### src/rtl/jtframe_rom_req_pkg.sv
// Shared types and widths for the two-slot ROM request cache.
package jtframe_rom_req_pkg;
    localparam int AW = 22;
    localparam int DW = 32;

    typedef enum logic [1:0] {
        ST_IDLE     = 2'd0,
        ST_WAIT_ACK = 2'd1,
        ST_WAIT_RDY = 2'd2
    } state_t;
endpackage

### src/rtl/jtframe_rom_req_slot.sv
// One cache slot: data word, tag, valid bit and hit logic.
module jtframe_rom_req_slot
    import jtframe_rom_req_pkg::*;
(
    input  logic          clk,
    input  logic          rst_n,
    input  logic          i_clr,
    input  logic          i_inv,
    input  logic          i_wr,
    input  logic [AW-1:0] i_tag,
    input  logic [DW-1:0] i_data,
    input  logic          i_cs,
    input  logic [AW-1:0] i_addr,
    output logic [DW-1:0] o_dout,
    output logic          o_ok,
    output logic          o_miss
);
    logic [DW-1:0] r_data;
    logic [AW-1:0] r_tag;
    logic          r_valid;

    always_ff @(posedge clk) begin
        if (!rst_n) begin
            r_data  <= '0;
            r_tag   <= '0;
            r_valid <= 1'b0;
        end else begin
            if (i_wr) begin
                r_data <= i_data;
                r_tag  <= i_tag;
            end
            // The register is about to be overwritten, so stop hitting on it
            if (i_clr || i_inv) r_valid <= 1'b0;
            else if (i_wr)      r_valid <= 1'b1;
        end
    end

    assign o_dout = r_data;
    assign o_ok   = i_cs && r_valid && (r_tag == i_addr);
    assign o_miss = i_cs && !o_ok;
endmodule

### src/rtl/jtframe_rom_req.sv
// Two-slot ROM read cache arbitrating SDRAM fetches (slot0 has priority).
module jtframe_rom_req
    import jtframe_rom_req_pkg::*;
#(
    parameter logic [AW-1:0] SLOT0_OFFSET = 22'h0,
    parameter logic [AW-1:0] SLOT1_OFFSET = 22'h0
) (
    input  logic          clk_rom,
    input  logic          rst_n,
    input  logic          downloading,
    input  logic          loop_rst,
    input  logic          slot0_cs,
    input  logic [AW-1:0] slot0_addr,
    output logic [DW-1:0] slot0_dout,
    output logic          slot0_ok,
    input  logic          slot1_cs,
    input  logic [AW-1:0] slot1_addr,
    output logic [DW-1:0] slot1_dout,
    output logic          slot1_ok,
    output logic          sdram_req,
    input  logic          sdram_ack,
    output logic [AW-1:0] sdram_addr,
    input  logic [DW-1:0] data_read,
    input  logic          data_rdy,
    output logic          refresh_en
);
    state_t        r_state;
    state_t        w_next;
    logic [AW-1:0] r_addr;
    logic [AW-1:0] r_tag;
    logic          r_sel;
    logic          r_drop;
    logic          w_miss0;
    logic          w_miss1;
    logic          w_start;
    logic          w_store;
    logic          w_clr;

    always_ff @(posedge clk_rom) begin
        if (!rst_n) r_state <= ST_IDLE;
        else        r_state <= w_next;
    end

    always_comb begin
        w_next = r_state;
        unique case (r_state)
            ST_IDLE:
                if ((w_miss0 || w_miss1) && !downloading)
                    w_next = ST_WAIT_ACK;
            ST_WAIT_ACK:
                if (sdram_ack) w_next = ST_WAIT_RDY;
            ST_WAIT_RDY:
                if (data_rdy) w_next = ST_IDLE;
            default:
                w_next = ST_IDLE;
        endcase
        if (loop_rst) w_next = ST_IDLE;
    end

    always_comb begin
        w_start    = (r_state == ST_IDLE) && (w_next == ST_WAIT_ACK);
        w_store    = (r_state == ST_WAIT_RDY) && data_rdy && !loop_rst
                     && !downloading && !r_drop;
        w_clr      = loop_rst || downloading;
        sdram_req  = (r_state == ST_WAIT_ACK);
        refresh_en = (r_state == ST_IDLE) && !w_miss0 && !w_miss1
                     && !downloading;
    end

    // A fetch that overlapped a download must not be cached
    always_ff @(posedge clk_rom) begin
        if (!rst_n) begin
            r_addr <= '0;
            r_tag  <= '0;
            r_sel  <= 1'b0;
            r_drop <= 1'b0;
        end else begin
            if (w_start) begin
                r_sel  <= !w_miss0;
                r_tag  <= w_miss0 ? slot0_addr : slot1_addr;
                r_addr <= w_miss0 ? slot0_addr + SLOT0_OFFSET
                                  : slot1_addr + SLOT1_OFFSET;
            end
            r_drop <= (r_state != ST_IDLE) && (r_drop || downloading);
        end
    end

    assign sdram_addr = r_addr;

    jtframe_rom_req_slot u_slot0 (
        .clk    (clk_rom),
        .rst_n  (rst_n),
        .i_clr  (w_clr),
        .i_inv  (w_start && w_miss0),
        .i_wr   (w_store && !r_sel),
        .i_tag  (r_tag),
        .i_data (data_read),
        .i_cs   (slot0_cs),
        .i_addr (slot0_addr),
        .o_dout (slot0_dout),
        .o_ok   (slot0_ok),
        .o_miss (w_miss0)
    );

    jtframe_rom_req_slot u_slot1 (
        .clk    (clk_rom),
        .rst_n  (rst_n),
        .i_clr  (w_clr),
        .i_inv  (w_start && !w_miss0),
        .i_wr   (w_store && r_sel),
        .i_tag  (r_tag),
        .i_data (data_read),
        .i_cs   (slot1_cs),
        .i_addr (slot1_addr),
        .o_dout (slot1_dout),
        .o_ok   (slot1_ok),
        .o_miss (w_miss1)
    );
endmodule

### config.mk
export PLATFORM = sky130hd
export DESIGN_NAME = jtframe_rom_req
export DESIGN_NICKNAME = d
export VERILOG_FILES = /design/src/rtl/jtframe_rom_req_pkg.sv /design/src/rtl/jtframe_rom_req_slot.sv /design/src/rtl/jtframe_rom_req.sv
export SDC_FILE = /design/constraint.sdc
export NUM_CORES = 1
export LEC_CHECK = 0
export CORE_ASPECT_RATIO = 2
export CORE_MARGIN = 1
export CORE_UTILIZATION = 47
export DETAILED_ROUTE_END_ITERATION = 10
export HOLD_SLACK_MARGIN = 0.03
export PLACE_DENSITY_LB_ADDON = 0.05
export SLEW_MARGIN = 20
export SYNTH_ARGS = -nofsm -noshare
export SYNTH_HDL_FRONTEND = slang
export SYNTH_SLANG_ARGS = --single-unit
### constraint.sdc
create_clock -name clk_rom -period 4 [get_ports clk_rom]
set_input_delay 0.8 -clock clk_rom [delete_from_list [all_inputs] [get_ports clk_rom]]
set_output_delay 0.8 -clock clk_rom [all_outputs]
set_load 0.005 [all_outputs]
==> summary by stage <==
Pwr
For this design the total switching power over the nets is 746.2 uW. The share of total power dissipated in sequential elements is 0.434. Cell internal power was estimated by the tool at 2453 uW. The combinational share of power is 0.084. The power per cell area is 396.1 mW/mm^2. Summing internal, switching and leakage power gives ~3200 uW. Summed over all cells, the static leakage comes to roughly 0.0029 uW. The worst-case IR drop observed on VDD is 319.3 uV. Of the total power, the share spent switching nets is 0.2332. The clock power share is 0.482.

Placement
Summed over all nets, the half-perimeter wirelength after detailed placement is 12560 um. After detailed placement, the design holds a cell count of 986. The pre-CTS setup slack is -129.9 ps. The congestion estimate from routability-driven global placement came to 0.8817.

Input and output buffers added on the ports amount to 173.

STA
Setup repair after global routing left no endpoint under its margin. The worst path in the final design needs a cycle of 3790 ps, including I/O delays and setup. The final setup violation count is 0. The worst-margin pin slew is ~960 ps. Adding up every negative setup slack in the final design gives 0 ps. Derived from the worst setup path, the maximum achievable clock frequency is ~260 MHz. Headroom to the max-slew limit came out at 0.3592. Clock skew on the completed layout was measured at 11.17 ps. The final critical-path setup slack is 209.7 ps. The final number of max-transition violations is 0. The number of failing hold endpoints at the final stage is 0. The final clock period utilization by the worst path is 0.9476.

Route
The via density per instance is 5.567. After detailed routing, the met3 layer carries 1453 um of wire. After detailed routing, the met2 layer carries approximately 9500 um of wire.

The antenna violation net count after detailed routing is 0. After detailed routing, the wire length on met1 is 6269 um. In the routed design, unresolved DRC markers number 0. The detailed-route wire length is roughly 18000 um. The number of iterations in the first detailed-routing pass is 5. The vias after detailed routing is 5667.

The highest layer touched by signal routing is met4. The average routed wire per standard cell is 17.85 um. The detailed router finished its first iteration with 362 violations.

Logic synthesis
In this run, synthesis inferred 0 flip-flops with an integrated enable. The async set-reset flop share out of synthesis is 0. When the netlist entered floorplanning its net count stood at 780. A synthesized cell averages around 8.0 sq um.

The sequential area share after synthesis is 0.4899. The number of standard cells after synthesis is 696. The synthesized netlist occupies a cell area of 0.005558 sq mm. The number of synthesis warnings is 0. The count of unique library cells instantiated by Yosys is 30. The register bit total from synthesis is 136. The flip-flop cell with the highest count after synthesis is sky130_fd_sc_hd__dfxtp_1.

Floorplanning
From left edge to right edge, the die measures 78.90 um. The die area is 0.01229 sq mm. Pin placement for this block handled ~170 I/O pins.

The total area inside the core boundary comes to 0.01142 sq mm. In this run the vertical extent of the chip is 155.8 um. The number of core rows is 55.

The starting utilization of the core area is 0.4865.

Layout
The antenna cell count is 0. Once layout is complete, the utilization of the core stands at 0.7071. The count of placed standard cells in the final layout, fillers left out is approximately 1000. After filler insertion, the fill cell instance count of the layout stands at 959.

The area growth from synthesis to layout is 45.34%. The top cell types in the final layout, fill and taps aside, are 242 x sky130_fd_sc_hd__nand2_1, 167 x sky130_fd_sc_hd__clkdlybuf4s50_1, 136 x sky130_fd_sc_hd__dfxtp_1. The library cell used most frequently in the layout, excluding fill and tap cells, is sky130_fd_sc_hd__nand2_1.

In the final layout, the share of cells above drive strength 1 is 0.07306. For this run, the post-layout net count is 947.

Global routing
The number of global-route vias before repair came to approximately 5700. The initial antenna violation count was 0. The first global-routing pass estimated roughly 28000 um of wire. The combined global-route utilization of all metal layers is 0.3022.

The maximum number of pins on one net before global-route repair is 50. The total congestion overflow after global routing is 0.

CTS
The TritonCTS clock tree is yes. The number of H-tree levels is 4. At the later pin of the worst-skew pair, clock insertion delay measures 410 ps. Clock tree synthesis selected as its root buffer the cell sky130_fd_sc_hd__clkbuf_16. No sink is reached through more buffers than the 2 on the longest clock path. Buffers inserted during clock tree synthesis total 17. After clock tree synthesis, the repair step resized 9 gates. Clock-pin slew was measured on the worst setup and hold paths at 60 ps. The post-CTS setup buffer count is 0.

The hold buffer count at CTS is 0. For this design, the sink count on the clock tree is 136.

Setup path
The worst setup path is launched from an input pin. The worst-path maximum fanout is 2. The worst register-to-register path ends at r_tag[11]. The worst setup path category is in -> out. The worst register-to-register path has a depth of 8.

The data arrival at the endpoint of the critical path is around 3000 ps. The worst register-to-register path has a setup slack of 1250 ps. The endpoint kind of the worst setup timing path is an output pin. At the worst endpoint, the required time is 3200 ps. The startpoint identified for the worst register-to-register timing path is u_slot0.r_tag[5].

Flow run
Across the run, the number of max-cap violations was 0.

Min path
The terminating pin of the worst hold path is u_slot1.o_dout[13]. In this run the most critical hold path is launched from u_slot1.o_dout[13]. The path type of the worst min-delay path is reg -> reg. Along the worst hold path, the cell count comes to 2.

Outcome
The flow ran to the end, and the final reports show no timing, DRC or antenna violations.
==> state kept, by name, summed over array words and instances (netlist names), 2 cells and up <==
signal,flops
r_tag,22
u_slot0.r_tag,22
u_slot0.o_dout,32
u_slot1.r_tag,22
r_state,2
u_slot1.o_dout,32
==> critical path, stage by stage <==
cell and delay [ps]:
sky130_fd_sc_hd__clkdlybuf4s50_1 450, sky130_fd_sc_hd__xor2_1 160, sky130_fd_sc_hd__or4b_1 510, sky130_fd_sc_hd__or4_4 540
sky130_fd_sc_hd__o21ai_2 140, sky130_fd_sc_hd__nand2_1 60, sky130_fd_sc_hd__nor2_1 80, sky130_fd_sc_hd__dlygate4sd2_1 240
==> power by group through the flow <==
stage | clock [uW] | combinational (uW) | sequential [uW]
2_1_floorplan | 0 | 92.9 | 1420
3_3_place_gp | 0 | 263 | 1420
3_5_place_dp | 0 | 265 | 1420
4_1_cts | 1570 | 266 | 1390
5_1_grt | 1630 | 284 | 1390
6_report | 1540 | 267 | 1390
==> routing by layer <==
| layer | global-route usage | up-vias |
|---|---|---|
| met5 | 0 | - |
| met4 | 0.1922 | 0 |
| met2 | 0.5308 | 280 |
| met1 | 0.3083 | 2636 |
| li1 | - | 2689 |
| met3 | 0.08480 | 62 |
==> synthesized netlist by cell type (6+ instances only) <==
master                      count  area (sq um)
sky130_fd_sc_hd__clkbuf_1      42         157.7
sky130_fd_sc_hd__dfxtp_1      136          2723
sky130_fd_sc_hd__xnor2_1       12         105.1
sky130_fd_sc_hd__nand2_1      244         915.9
sky130_fd_sc_hd__a222oi_1      22         220.2
sky130_fd_sc_hd__a21oi_1      110         550.5
sky130_fd_sc_hd__nor2_1        10         37.54
sky130_fd_sc_hd__inv_1         24         90.09
sky130_fd_sc_hd__xor2_1        32         280.3
sky130_fd_sc_hd__nor4_1         9         56.30
sky130_fd_sc_hd__nand4_1        6         37.54
sky130_fd_sc_hd__o2bb2ai_1     22         192.7
==> kinds of logic (layout without fill, tap and decap cells) <==
family,Yosys count,in the layout,share of synthesized area
xor+xnor,44,44,0.06934
flops,136,136,0.4899
simple gates,284,284,0.2080
compound gates,162,162,0.1837
buf+inv,70,250,0.04908
==> area by class of cell <==
cell class	count	area, sq um	area share
Clock buffer	19	442.9	0.05483
Timing Repair Buffer	194	1894	0.2345
Multi-Input combinational cell	490	2604	0.3223
Clock inverter	13	146.4	0.01812
Inverter	24	90.09	0.01115
Sequential cell	136	2723	0.3371
Tap cell	142	177.7	0.02199
==> worst max path at each step <==
stage | from | cells after the start | slack (ps) | to
floorplan | slot1_addr[2] | 7 | 610 | refresh_en
global placement | slot1_addr[2] | 8 | -150 | refresh_en
detailed placement | slot1_addr[2] | 8 | -130 | refresh_en
CTS | slot1_addr[8] | 8 | 230 | refresh_en
global route | slot1_addr[20] | 6 | 110 | slot1_ok
finish | slot1_addr[8] | 8 | 210 | refresh_en
==> metrics by stage <==
step | hold slack (ps) | area [sq um]
final | 452.5 | 8078
after global routing | 472.1 | 8078
after CTS | 453.9 | 8078
after detailed placement | 446.8 | 7477
after global placement | 441.4 | 7477
after floorplan | 448.1 | 5558
(Power assumes the default switching activity.)
